`config.mk`:
```
export PLATFORM = sky130hd
export DESIGN_NAME = bin2dec_seq
export DESIGN_NICKNAME = d
export VERILOG_FILES = /design/src/rtl/bin2dec_seq.sv
export SDC_FILE = /design/constraint.sdc
export NUM_CORES = 1
export LEC_CHECK = 0
export ABC_AREA = 1
export CORE_MARGIN = 1.5
export CORE_UTILIZATION = 35
export DETAILED_ROUTE_END_ITERATION = 10
export GPL_ROUTABILITY_DRIVEN = 1
export GPL_TIMING_DRIVEN = 0
export PLACE_DENSITY = 0.57
export SKIP_LAST_GASP = 1
export SLEW_MARGIN = 25
export SYNTH_ARGS = -nofsm -noshare
export SYNTH_HDL_FRONTEND = slang
export SYNTH_SLANG_ARGS = --single-unit
export TNS_END_PERCENT = 30
```
`constraint.sdc`:
```
create_clock -name clk -period 1.5 [get_ports clk]
set_input_delay 0.3 -clock clk [delete_from_list [all_inputs] [get_ports clk]]
set_output_delay 0.3 -clock clk [all_outputs]
set_load 0.02 [all_outputs]
```
`src/rtl/bin2dec_seq.sv`:
```
// bin2dec_seq: sequential binary-to-BCD converter (shift-and-add-3).
// One conversion at a time: a request is accepted in IDLE, WIDTH shift cycles
// follow, and a single-cycle done pulse accompanies the updated bcd result.
//
// Ports:
//   clk    - clock, all state changes on the rising edge
//   rst_n  - synchronous active-low reset
//   start  - conversion request, honoured only in IDLE
//   bin    - unsigned binary operand, sampled when start is accepted
//   busy   - high while shifting
//   done   - one-cycle pulse, bcd holds a new result
//   bcd    - packed BCD result, ones digit in bcd[3:0]
module bin2dec_seq #(
  parameter int unsigned WIDTH  = 8,
  parameter int unsigned DIGITS = 3
) (
  input  logic                  clk,
  input  logic                  rst_n,
  input  logic                  start,
  input  logic [WIDTH-1:0]      bin,
  output logic                  busy,
  output logic                  done,
  output logic [4*DIGITS-1:0]   bcd
);

  localparam int unsigned CW = $clog2(WIDTH + 1);
  localparam int unsigned BW = 4 * DIGITS;

  localparam logic [1:0] IDLE  = 2'd0;
  localparam logic [1:0] SHIFT = 2'd1;
  localparam logic [1:0] DONE  = 2'd2;

  logic [1:0]       state,   state_d;
  logic [CW-1:0]    cnt,     cnt_d;
  logic [BW-1:0]    scratch, scratch_d;
  logic [WIDTH-1:0] operand, operand_d;
  logic             busy_d;
  logic             done_d;
  logic [BW-1:0]    bcd_d;
  logic [BW-1:0]    adj;

  // State and datapath registers
  always_ff @(posedge clk) begin
    if (!rst_n) begin
      state   <= IDLE;
      cnt     <= '0;
      scratch <= '0;
      operand <= '0;
      busy    <= 1'b0;
      done    <= 1'b0;
      bcd     <= '0;
    end else begin
      state   <= state_d;
      cnt     <= cnt_d;
      scratch <= scratch_d;
      operand <= operand_d;
      busy    <= busy_d;
      done    <= done_d;
      bcd     <= bcd_d;
    end
  end

  // Next-state, datapath and output logic
  always_comb begin
    state_d   = state;
    cnt_d     = cnt;
    scratch_d = scratch;
    operand_d = operand;
    busy_d    = 1'b0;
    done_d    = 1'b0;
    bcd_d     = bcd;

    // Per-digit +3 correction so each digit stays in 0..9 after doubling
    adj = scratch;
    for (int i = 0; i < int'(DIGITS); i++) begin
      if (scratch[4*i +: 4] >= 4'd5) begin
        adj[4*i +: 4] = scratch[4*i +: 4] + 4'd3;
      end
    end

    case (state)
      IDLE: begin
        if (start) begin
          operand_d = bin;
          scratch_d = '0;
          cnt_d     = CW'(WIDTH);
          state_d   = SHIFT;
          busy_d    = 1'b1;
        end
      end
      SHIFT: begin
        {scratch_d, operand_d} = {adj, operand} << 1;
        if (cnt != '0) begin
          cnt_d = cnt - CW'(1);
        end
        // The counter reaches zero on this edge: last shift done
        if (cnt <= CW'(1)) begin
          state_d = DONE;
        end else begin
          busy_d = 1'b1;
        end
      end
      DONE: begin
        bcd_d   = scratch;
        done_d  = 1'b1;
        state_d = IDLE;
      end
      default: begin
        state_d = IDLE;
      end
    endcase
  end

endmodule

```
==> impl_metrics.toml <==
[placement]
gp_congestion = 0.818
dp_hpwl_um = 2870
numPortBuffers = 24
pre_cts_ws_ps = -76.4

[setup_path]
crit_buf_inv = 1
critPathMaxStageDelay_ps = 600
required_ps = 1200
crit_path_cell_trace = "clkdlybuf4s50_1"
crit_slowest_cell = "clkdlybuf4s50_1"
critPathKind = "reg2out"
crit_arrival_ps = 1230
crit_path_max_fanout = 2
crit_family = "buffers and inverters"
end_kind = "output port"
cp-start-kind = "flip-flop"

[outcome]
violations = "setup timing"
status = "finished, violations left"

[drt]
avgViaCountPerCell = 4.87
drt-total-wl_um = 4030
drt-wirelength-per-cell_um = 11.6
drc = 0
postRouteAntennaNets = 0
dr.pass1.iters = 4
vias = 1696
drt_iter0_markers = 53

[timing]
tightest_slew_ps = 496
slew_headroom_pct = 67.0
fin_ws_ps = -25.5
min_period_ps = 1530
fmax_mhz = 656
rsz0062_at_grt = "yes"
slew_violations = 0
hold_viol = 0
skew_ps = 8.57
setup-violations-final = 5
min_period_over_period_pct = 102

[power_and_ir_drop]
p_per_area_nw_per_um2 = 1190
power.total_mw = 2.70
ir_drop_uv = 726
seq_power_share_pct = 44.6
sw_frac_of_total_pct = 27.6
clock_power_share_pct = 35.8
p_int_mw = 1.96
total_leakage_power_nw = 1.01
p_sw_uw = 747
comb_power_share_pct = 19.6

[cells_and_area]
final_nets = 297
synthToLayoutAreaGrowth_pct = 25.1
layout-drive-gt1-share_pct = 6.83
diodes = 0

[global_route]
grt_start_max_net_pins = 13
first_global_vias = 1540
antenna_found_initial = 0
grt_pass1_wl_um = 6730
grt_overflow = 0
grt_use_total_pct = 15.9

[logic_synthesis]
synth_area_um2 = 1820
syn_nets = 266
avgSynthCellArea_um2 = 7.41
syn_inst = 246
yosysWarnings = 0
ys_types = 19
yosys_register_bits = 40
ys_seq_area_share_pct = 43.9

[die]
dieArea_um2 = 5650
dieHeight_um = 75.2
io_pins = 25
coreArea_um2 = 5070
rows = 26
fp.dieW_um = 75.2
initial_core_util_pct = 35.9

[cts]
tritoncts = "done"
cts_buffer_depth = 2
clockRootBuffer = "clkbuf_8"
path_clk_slew_ps = 80
cts_buffers = 5
clkLatencyLatePin_ps = 300
cts.sinks = 40
htreeDepth = 2

[worst_hold_path]
min_path_type = "reg2reg"

[job]
cap_violations = 0
## state kept, by name (all words and copies together) (netlist names)
register,cells
bcd,12
busy,1
cnt,4
done,1
operand,8
scratch,12
state,2
## area by class of cell
type                    count  area [um2]
multi-input cells         170         857
well taps                  70        87.6
clock inverters             1        30.0
clock buffers               7        96.3
flip-flops and latches     40         801
repair buffers             24         243
plain buffers              12        75.1
inverters                  24        90.1
fillers                   550        2800
## power groups by stage
stage | sequential (mW) | combinational, mW | clock [mW]
floorplan | 1.26 | 0.323 | 0
global placement | 1.23 | 0.539 | 0
global route | 1.22 | 0.607 | 1.02
finish | 1.21 | 0.530 | 0.967
CTS | 1.21 | 0.539 | 0.988
detailed placement | 1.23 | 0.543 | 0
## Yosys cell counts, drive strengths merged
cell type	n	share of area, %
nand4	7	2.4
a21oi	24	6.6
xor2	1	0.48
clkbuf	4	0.82
dfxtp	40	44
a22oi	1	0.41
o211ai	1	0.41
nor3	3	0.82
o21ai	23	6.3
a31oi	7	2.4
inv	24	4.9
nand3	18	4.9
nand2	57	12
ha	9	6.2
buf	8	3.3
nor2	19	3.9
## final timing paths
check / from / endpoint / slack, ps / depth (start not counted)
worst min register to register: operand[0] / operand[0] / 470 / 2
worst max register to register: scratch[0] / scratch[4] / 140 / 9
worst min-delay path: operand[0] / operand[0] / 470 / 2
worst max-delay path: bcd[8] / bcd[8] / -30 / 1
## what timing repair did
item	in CTS	in global routing
hold buffers	0	0
setup buffers	0	0
gates cloned	0	0
resized for setup	4	3
setup endpoints to repair	14	11
## cells in the final DEF, fill, tap and decap left out
cell,instances
o21ai_0,23
nand4_1,7
a21oi_1,24
dlygate4sd2_1,4
buf_4,3
dlymetal6s2s_1,3
nand2_1,54
clkdlybuf4s50_1,17
buf_6,2
a22oi_1,1
clkbuf_8,7
buf_2,3
inv_1,24
dfxtp_1,40
a31oi_1,7
nand2_2,3
ha_1,9
o211ai_1,1
nor3_1,3
nor2_1,19
xor2_1,1
clkbuf_1,4
nand3_1,18
bufinv_16,1
## cell families after synthesis
logic type               Yosys count  synth area share (%)
XOR/XNOR                           1                 0.481
AND/OR/NAND/NOR                  104                  24.2
adder cells (fa/ha/maj)            9                  6.18
buffers and inverters             36                  9.06
AO/OA/AOI/OAI                     56                  16.1
flip-flops                        40                  43.9
## per-stage QoR
| stage | hold WS [ps] | setup TNS [ps] | std cells | utilization, % | area (um2) |
|---|---|---|---|---|---|
| floorplan | 444 | 0 | 246 | - | 1820 |
| global placement | 452 | -917 | 340 | 42.4 | 2150 |
| detailed placement | 458 | -778 | 340 | 42.4 | 2150 |
| CTS | 469 | -316 | 348 | 44.8 | 2270 |
| global route | 488 | -402 | 348 | 44.9 | 2280 |
| finish | 466 | -116 | 348 | 44.9 | 2280 |
## routing by layer
metal	GRT usage, %	part of all wire (%)	vias up
li1	-	-	874
met1	19.7	48	783
met2	26.5	46	32
met3	3.61	4.5	7
met4	7.14	1.9	0
met5	0	0	-
(Power assumes the default switching activity.)
